**src/rtl/time_keeper.sv**
```systemverilog
// Time-of-day core: 1 Hz prescaler, hh:mm:ss carry chain and a RUN/SET_HOUR/SET_MIN edit FSM.
// Optional display blink strobe for the edited field is built when TIME_KEEPER_BLINK_EN is defined.
module time_keeper #(
   parameter int unsigned CLK_FREQ = 50_000_000
) (
   input  logic       clk,
   input  logic       rst,
   input  logic       key_mode,
   input  logic       key_inc,
   output logic [4:0] hour,
   output logic [5:0] minute,
   output logic [5:0] second,
   output logic [1:0] mode,
   output logic       sec_tick,
   output logic       blink
);

   localparam int unsigned PW = $clog2(CLK_FREQ);
   localparam logic [PW-1:0] PRESC_MAX = PW'(CLK_FREQ - 1);

   typedef enum logic [1:0] {
      StRun     = 2'd0,
      StSetHour = 2'd1,
      StSetMin  = 2'd2
   } state_e;

   state_e        state_q, state_d;
   logic          run_en, hour_edit, min_edit, resume;
   logic [PW-1:0] presc_q;
   logic          terminal;

   always_ff @(posedge clk) begin
      if (rst) begin
         state_q <= StRun;
      end else begin
         state_q <= state_d;
      end
   end

   always_comb begin
      state_d = state_q;
      case (state_q)
         StRun:     if (key_mode) state_d = StSetHour;
         StSetHour: if (key_mode) state_d = StSetMin;
         StSetMin:  if (key_mode) state_d = StRun;
         default:   state_d = StRun;
      endcase
   end

   // key_mode takes priority over key_inc in the edit states.
   always_comb begin
      run_en    = 1'b0;
      hour_edit = 1'b0;
      min_edit  = 1'b0;
      resume    = 1'b0;
      case (state_q)
         StRun:     run_en = 1'b1;
         StSetHour: hour_edit = key_inc & ~key_mode;
         StSetMin: begin
            min_edit = key_inc & ~key_mode;
            resume   = key_mode;
         end
         default: ;
      endcase
   end

   assign mode     = state_q;
   assign terminal = run_en && (presc_q == PRESC_MAX);

   always_ff @(posedge clk) begin
      if (rst) begin
         presc_q  <= '0;
         sec_tick <= 1'b0;
         hour     <= 5'd0;
         minute   <= 6'd0;
         second   <= 6'd0;
      end else begin
         sec_tick <= terminal;
         if (!run_en || terminal) begin
            presc_q <= '0;
         end else begin
            presc_q <= presc_q + PW'(1);
         end

         if (terminal) begin
            if (second == 6'd59) begin
               second <= 6'd0;
               if (minute == 6'd59) begin
                  minute <= 6'd0;
                  hour   <= (hour == 5'd23) ? 5'd0 : hour + 5'd1;
               end else begin
                  minute <= minute + 6'd1;
               end
            end else begin
               second <= second + 6'd1;
            end
         end

         if (hour_edit) hour <= (hour == 5'd23) ? 5'd0 : hour + 5'd1;
         if (min_edit) minute <= (minute == 6'd59) ? 6'd0 : minute + 6'd1;
         if (resume) second <= 6'd0;
      end
   end

`ifdef TIME_KEEPER_BLINK_EN
   localparam int unsigned HW = $clog2(CLK_FREQ / 2);
   localparam logic [HW-1:0] HALF_MAX = HW'(CLK_FREQ / 2 - 1);

   logic [HW-1:0] half_q;
   logic          phase_q, phase_d;
   logic          edit_d;

   assign phase_d = (half_q == HALF_MAX) ? ~phase_q : phase_q;
   assign edit_d  = (state_d == StSetHour) || (state_d == StSetMin);

   // Free-running in every mode so the blink cadence never restarts on a mode change.
   always_ff @(posedge clk) begin
      if (rst) begin
         half_q  <= '0;
         phase_q <= 1'b0;
         blink   <= 1'b0;
      end else begin
         half_q  <= (half_q == HALF_MAX) ? '0 : half_q + HW'(1);
         phase_q <= phase_d;
         blink   <= phase_d & edit_d;
      end
   end
`else
   assign blink = 1'b0;
`endif

endmodule
```
**config.mk**
```make
export PLATFORM = sky130hd
export DESIGN_NAME = time_keeper
export DESIGN_NICKNAME = d
export VERILOG_FILES = /design/src/rtl/time_keeper.sv
export SDC_FILE = /design/constraint.sdc
export NUM_CORES = 1
export LEC_CHECK = 0
export BUFFER_PORTS_ARGS = -buffer_cell sky130_fd_sc_hd__buf_2
export CELL_PAD_IN_SITES_DETAIL_PLACEMENT = 0
export CELL_PAD_IN_SITES_GLOBAL_PLACEMENT = 1
export CORE_MARGIN = 2
export CORE_UTILIZATION = 43
export CTS_CLUSTER_SIZE = 14
export DETAILED_ROUTE_END_ITERATION = 6
export HOLD_SLACK_MARGIN = 0.12
export PLACE_DENSITY = 0.88
export SLEW_MARGIN = 5
export SYNTH_ARGS = -nofsm -noshare
export SYNTH_HDL_FRONTEND = slang
export SYNTH_SLANG_ARGS = --single-unit
```
**constraint.sdc**
```tcl
create_clock -name clk -period 2.4 [get_ports clk]
set_input_delay 0.72 -clock clk [delete_from_list [all_inputs] [get_ports clk]]
set_output_delay 0.72 -clock clk [all_outputs]
set_load 0.02 [all_outputs]
```
==> summary.md, run 1 <==
| Metric | Value |
|---|---|
| Final setup vio count | `0` |
| Reg2Reg Depth | `7` |
| Sw Share | `0.213` |
| Min Tclk post-route | `2.23 ns` |
| Post-synth top flop | `dfxtp_1` |
| Sum Neg Setup Slack | `0 ns` |
| Status | `finished, final reports clean` |
| Simple-gate share of the synthesized area | `0.291` |
| Root Buffer | `clkbuf_8` |
| Initial antenna violation count | `0` |
| Max IR drop VDD | `0.263 mV` |
| Area share of the largest cell type after synthesis | `0.425` |
| Gate power share | `0.048` |
| H-tree depth | `2` |
| Hold Crit Endpoint | `presc_q[0]` |
| Fmax | `448 MHz` |
| Top cells by count, synth | `dfxtp_1 (46), nor2_1 (45), nand2_1 (21)` |
| Final HPWL DP | `2.81 mm` |
| Synth Area in Compound Gates | `0.0831` |
| Largest net degree at the start of global routing | `27` |
| CP Capture Type | `register` |
| CTS Hold Bufs | `0` |
| NumNets Final | `281` |
| Main area contributors after synthesis | `dfxtp_1 (42%), nor2_1 (7.8%), xor2_1 (7.7%)` |
| Buffers on Ports | `23` |
| Lkg Pwr | `0.943 nW` |
| Multiplexer share of the synthesized area | `0.0283` |
| Asr flop ratio synth | `0` |
| RSZ-0062 raised after global routing | `no` |
| CP Data Arrival Time | `2.42 ns` |
| Grt total ovfl | `0` |
| Avg Inst Size Synth | `8.78 µm²` |
| Num rows | `25` |
| Sequential element share of the synthesized area | `0.425` |
| Biggest area consumer among synthesized cells | `dfxtp_1` |
| Most common cell in the netlist | `dfxtp_1` |
| Synth Area in Adders | `0.0231` |
| Total net switching power | `0.305 mW` |
| Placement Cell Area | `0.00236 mm²` |
| Pre-CTS setup slack | `0.151 ns` |
| Library cells used by synthesis | `44` |
| Wire per inst | `11.7 µm` |
| Critical path class | `register to register` |
| Initial DRT Pass Iterations | `4` |
| Fillers | `474` |
| Startpoint Class | `register` |
| Max-Cap Viols | `0` |
| WP data required | `2.59 ns` |
| DR vias/cell | `5.11` |
| Post-route ant nets | `0` |
| Later-pin clock latency in the skew report | `0.29 ns` |
| Sequential share of power | `0.548` |
| Worst Hold Path Cells | `1` |
| Via count | `1737` |
| Die Area | `0.00563 mm²` |
| First-pass GRT wire length | `6.67 mm` |
| Reg-to-reg startpoint | `minute[0]` |
| Starting Density | `0.453` |
| Io pins | `25` |
| Share of cells above drive strength 1 | `0.165` |
| Hold Vio Cnt, Final | `0` |
| Worst hold start | `presc_q[0]` |
| Clock Sinks | `46` |
| Clk slew on worst S/H paths | `0.08 ns` |
| Slew Viols, Final | `0` |
| Residual DRC | `0` |
| Area Growth Syn to Fin | `14.1%` |
| Pwr/cell area | `580 mW/mm²` |
| Synth Instances | `247` |
| Flops & latches, synth | `46` |
| Mapped Area | `0.00217 mm²` |
| Main combinational cell family by area after synthesis | `simple AND/OR/NAND/NOR gates` |
| Synth warnings | `0` |
| Ant. Diodes | `0` |
| Int Power | `1.13 mW` |
| Max Root-Sink Buffers | `2` |
| Clk pwr share | `0.403` |
| Routability Congestion | `0.742` |
| Initial DRC count | `50` |
| DIE WIDTH | `75.0 µm` |
| Post-route cell area | `0.00247 mm²` |
| Period utilization | `0.929` |
| Syn Nets | `255` |
| Xor and xnor area share after synthesis | `0.113` |
| R2R Path End | `hour[4]` |
| Crit path max fanout | `6` |
| Fin worst setup slack | `0.170 ns` |
| CTS tree | `built` |
| Reg2Reg Setup Slack | `0.17 ns` |
| Clk_skew | `0.0125 ns` |
| Critical Path Source | `minute[0]` |
| TritonCTS Buffers | `5` |
| Number of synthesized flops with an enable pin | `0` |
| Die Ht | `75.0 µm` |
| Vias in the first global route | `1489` |
| GRT Overall Usage | `0.150` |
| Wirelength, routed | `3.98 mm` |
| Core ar. | `0.00479 mm²` |
| Min-delay worst type | `register to register` |
==> how the worst max path moves through the flow <==
stage                      to  slack [ns]  depth (start not counted)
CTS                 minute[4]        0.16                          7
finish                hour[4]        0.17                          7
detailed placement  minute[4]        0.15                          7
floorplan             hour[3]        0.20                          7
global route        minute[4]        0.05                          7
global placement      hour[4]        0.24                          7
==> cell families after synthesis <==
group	count (synthesis)
AOI/OAI and AO/OA	24
xor gates and xnor gates	28
adders and majority gates	4
buffers and inverters	17
DFF	46
muxes	6
other	1
and+or+nand+nor	121
==> cell type report <==
type,instances,area (µm²),area share
clock inverters,1,30.0,0.0121
flip-flops and latches,46,921,0.372
multi-input cells,184,1170,0.474
repair buffers,28,153,0.0617
clock buffers,6,82.6,0.0334
inverters,8,30.0,0.0121
well taps,67,83.8,0.0339
==> state kept, by name, indices dropped and copies added, names as in the netlist <==
name / cells
hour: 5
minute: 6
mode: 2
presc_q: 26
sec_tick: 1
second: 6
==> cells in the final DEF (no fill, tap or decap), types with 2 or more instances in the layout <==
master	n
inv_1	8
buf_2	23
nor4b_1	3
xnor2_1	9
nand2_1	21
xor2_1	19
clkbuf_8	6
a311oi_1	3
buf_4	5
nor3_2	2
nand4_1	8
o21ai_0	4
a21oi_1	7
dfxtp_1	46
nor2_1	45
mux2i_1	5
or4_1	3
nand3_1	11
a41oi_1	2
nand2b_1	4
and3_1	6
ha_1	4
or3_1	3
nor2b_1	2
nor3_1	4
==> metrics by stage <==
stage	hold slack (ns)	power (mW)	instances	utilization
after floorplan	0.426	0.856	247	-
after detailed placement	0.449	0.874	333	0.493
after global routing	0.487	1.49	340	0.517
after global placement	0.441	0.873	333	0.493
final	0.459	1.43	340	0.517
after CTS	0.466	1.45	340	0.517
==> power by group through the flow <==
stage          clock, mW  sequential [mW]  combinational [mW]
5_1_grt            0.625            0.789              0.0761
3_5_place_dp           0            0.804              0.0702
4_1_cts            0.596            0.786              0.0700
2_1_floorplan          0            0.801              0.0540
3_3_place_gp           0            0.804              0.0697
6_report           0.578            0.786              0.0694
==> metal layers <==
layer | vias to the layer above | GRT usage | part of all wire
li1 | 900 | - | -
met2 | 32 | 0.224 | 0.44
met4 | 0 | 0.0536 | 0.014
met1 | 798 | 0.212 | 0.51
met5 | - | 0 | 0
met3 | 7 | 0.0335 | 0.039
==> worst max-delay path: stages, from the launching register on <==
cell and delay (ns):
dfxtp_1 0.42, ha_1 0.22, inv_1 0.08, or4_1 0.54, o41a_4 0.41, nor3_2 0.19
mux2i_1 0.22, nor2_1 0.05
==> repair_timing <==
item | CTS | global route
setup buffers | 0 | 0
setup endpoints to repair | 0 | 2
resized for setup | 0 | 1
(Power assumes the default switching activity.)
==> run 2, diff against run 1 <==
--- a/config.mk
+++ b/config.mk
@@ -5,13 +5,13 @@
 export SDC_FILE = /design/constraint.sdc
 export NUM_CORES = 1
 export LEC_CHECK = 0
-export BUFFER_PORTS_ARGS = -buffer_cell sky130_fd_sc_hd__buf_2
 export CELL_PAD_IN_SITES_DETAIL_PLACEMENT = 0
 export CELL_PAD_IN_SITES_GLOBAL_PLACEMENT = 1
 export CORE_MARGIN = 2
-export CORE_UTILIZATION = 43
+export CORE_UTILIZATION = 47
 export CTS_CLUSTER_SIZE = 14
 export DETAILED_ROUTE_END_ITERATION = 6
+export DONT_BUFFER_PORTS = 1
 export HOLD_SLACK_MARGIN = 0.12
 export PLACE_DENSITY = 0.88
 export SLEW_MARGIN = 5
==> run 2 against run 1 <==
Effect of this change:
- routed wire length about the same
- non-clock buffer count fell by 14
- register-to-register slack better by 0.06 ns
- utilization is 2.7 points higher
- critical path type unchanged
- largest cell class unchanged
==> summary.md, run 2 (synthesized netlist as in run 1, its figures left out) <==
| Metric | Value |
|---|---|
| Routability Congestion | `0.777 (+4.7%)` |
| Reg-to-reg startpoint | `presc_q[0]` |
| Clk slew on worst S/H paths | `0.08 ns (about the same)` |
| Buffers on Ports | `0 (-100%)` |
| Largest net degree at the start of global routing | `27 (unchanged)` |
| Sw Share | `0.211 (-0.00153)` |
| Slew Viols, Final | `0 (unchanged)` |
| Largest register FFs | `26 (unchanged)` |
| H-tree depth | `2 (unchanged)` |
| Sequential share of power | `0.565 (+0.017)` |
| Grt total ovfl | `0 (unchanged)` |
| Commonest non-fill, non-tap cell in the layout | `dfxtp_1` |
| GRT Overall Usage | `0.168 (+0.0188)` |
| Slowest CP cell | `o41a_4` |
| Gate power share | `0.038 (-0.010)` |
| Reg2Reg Setup Slack | `0.23 ns (+0.06 ns)` |
| Most frequent cells in the layout | `dfxtp_1 (46), nor2_1 (45), nand2_1 (21)` |
| Die Area | `0.00517 mm² (-8.1%)` |
| Share of cells above drive strength 1 | `0.115 (-0.0495)` |
| First-pass GRT wire length | `7.08 mm (+6.1%)` |
| Critical-path cell list | `ha_1, nand3_1, or3_4, o41a_4, nor3_2, mux2i_1, nor2_1` |
| Max Root-Sink Buffers | `2 (unchanged)` |
| Max IR drop VDD | `0.297 mV (+13%)` |
| Vias in the first global route | `1626 (+9.2%)` |
| Hold Vio Cnt, Final | `0 (unchanged)` |
| Int Power | `1.10 mW (-2.4%)` |
| Starting Density | `0.491 (+0.0381)` |
| DIE WIDTH | `71.9 µm (-4.1%)` |
| Critical path buffers and inverters | `0 (-1)` |
| WP data required | `2.59 ns (about the same)` |
| Max-Cap Viols | `0 (unchanged)` |
| NumNets Final | `267 (-5.0%)` |
| Fmax | `461 MHz (+2.9%)` |
| Period utilization | `0.903 (-0.0259)` |
| Clk pwr share | `0.397 (-0.006)` |
| Later-pin clock latency in the skew report | `0.29 ns (about the same)` |
| Pwr/cell area | `582 mW/mm² (+0.39%)` |
| Initial antenna violation count | `0 (unchanged)` |
| Reg2Reg Depth | `7 (unchanged)` |
| Final setup vio count | `0 (unchanged)` |
| CP Capture Type | `register` |
| Core ar. | `0.00441 mm² (-7.8%)` |
| Sum Neg Setup Slack | `0 ns (unchanged)` |
| Ant. Diodes | `0 (unchanged)` |
| Critical Path Source | `presc_q[0]` |
| Rel. slew slack | `0.609` |
| Clock Sinks | `46 (unchanged)` |
| Largest Register | `presc_q` |
| Lkg Pwr | `0.865 nW (-8.2%)` |
| Via count | `1655 (-4.7%)` |
| Initial DRT Pass Iterations | `4 (unchanged)` |
| Min Tclk post-route | `2.17 ns (-0.0622 ns)` |
| Pwr Total | `1.40 mW (-2.6%)` |
| Critical path class | `register to register` |
| Post-route ant nets | `0 (unchanged)` |
| Die Ht | `71.9 µm (-4.1%)` |
| Worst hold start | `presc_q[0]` |
| Post_cts resized | `0 (unchanged)` |
| Initial DRC count | `128 (+160%)` |
| Postcts setup bufs | `0 (unchanged)` |
| Residual DRC | `0 (unchanged)` |
| Min-delay worst type | `register to register` |
| Final HPWL DP | `2.89 mm (+2.7%)` |
| Crit path max fanout | `5 (-1)` |
| RSZ-0062 raised after global routing | `no` |
| Num rows | `24 (-4.0%)` |
| Total net switching power | `0.295 mW (-3.3%)` |
| Wire per inst | `12.7 µm (+8.9%)` |
| Root Buffer | `clkbuf_8` |
| R2R Path End | `hour[3]` |
| CP peak stage delay | `0.48 ns (-0.06 ns)` |
| Util after Layout | `0.544 (+0.0271)` |
| Worst-margin pin slew | `0.586 ns` |
| CP Data Arrival Time | `2.36 ns (-0.06 ns)` |
| TritonCTS Buffers | `5 (unchanged)` |
| Status | `finished, final reports clean` |
| Area Growth Syn to Fin | `10.7%` |
| CTS Hold Bufs | `0 (unchanged)` |
| Crit path max-delay family | `simple AND/OR/NAND/NOR gates` |
| Clk_skew | `0.00691 ns (-0.00559 ns)` |
| Regs by FF count | `presc_q: 26 flops, minute: 6 flops, second: 6 flops` |
| CTS tree | `built` |
| Hold Crit Endpoint | `presc_q[0]` |
| Startpoint Class | `register` |
| Wirelength, routed | `3.97 mm (about the same)` |
| Io pins | `25 (unchanged)` |
| DR vias/cell | `5.30 (+3.8%)` |
| Worst Hold Path Cells | `1 (unchanged)` |
==> run 2: per-layer routing <==
metal | GRT usage | vias up | share of wire
met3 | 0.0417 | 5 | 0.036
met1 | 0.229 | 756 | 0.52
met2 | 0.270 | 19 | 0.44
met5 | 0 | - | 0
met4 | 0.0440 | 0 | 0.0073
li1 | - | 875 | -
==> run 2: power by group through the flow <==
| stage | Combinational (mW) | Sequential, mW | Clock, mW |
|---|---|---|---|
| after floorplan | 0.0540 | 0.801 | 0 |
| after global placement | 0.0536 | 0.807 | 0 |
| final | 0.0534 | 0.790 | 0.554 |
| after global routing | 0.0615 | 0.793 | 0.597 |
| after detailed placement | 0.0538 | 0.808 | 0 |
| after CTS | 0.0539 | 0.790 | 0.568 |
==> run 2: worst max path at each step <==
stage	endpoint	slack, ns	depth (start not counted)
after floorplan	hour[3]	0.20	7
after global placement	minute[4]	0.27	7
after detailed placement	hour[3]	0.24	7
after CTS	minute[3]	0.22	7
after global routing	second[5]	0.04	7
final	hour[3]	0.23	7
==> run 2: stage by stage <==
step | area (µm²) | cells | hold slack [ns] | setup slack, ns
4_1_cts | 2400 | 312 | 0.470 | 0.223
2_1_floorplan | 2170 | 247 | 0.426 | 0.199
5_1_grt | 2400 | 312 | 0.471 | 0.0424
6_report | 2400 | 312 | 0.466 | 0.233
3_5_place_dp | 2290 | 304 | 0.451 | 0.239
3_3_place_gp | 2290 | 304 | 0.441 | 0.273
==> run 2: layout make-up <==
cell class / count / area [µm²]
Inverter: 8 / 30.0
Fill cell: 403 / 2010
Sequential cell: 46 / 921
Multi-Input combinational cell: 184 / 1170
Tap cell: 52 / 65.1
Timing Repair Buffer: 14 / 105
Clock inverter: 1 / 30.0
Clock buffer: 7 / 76.3
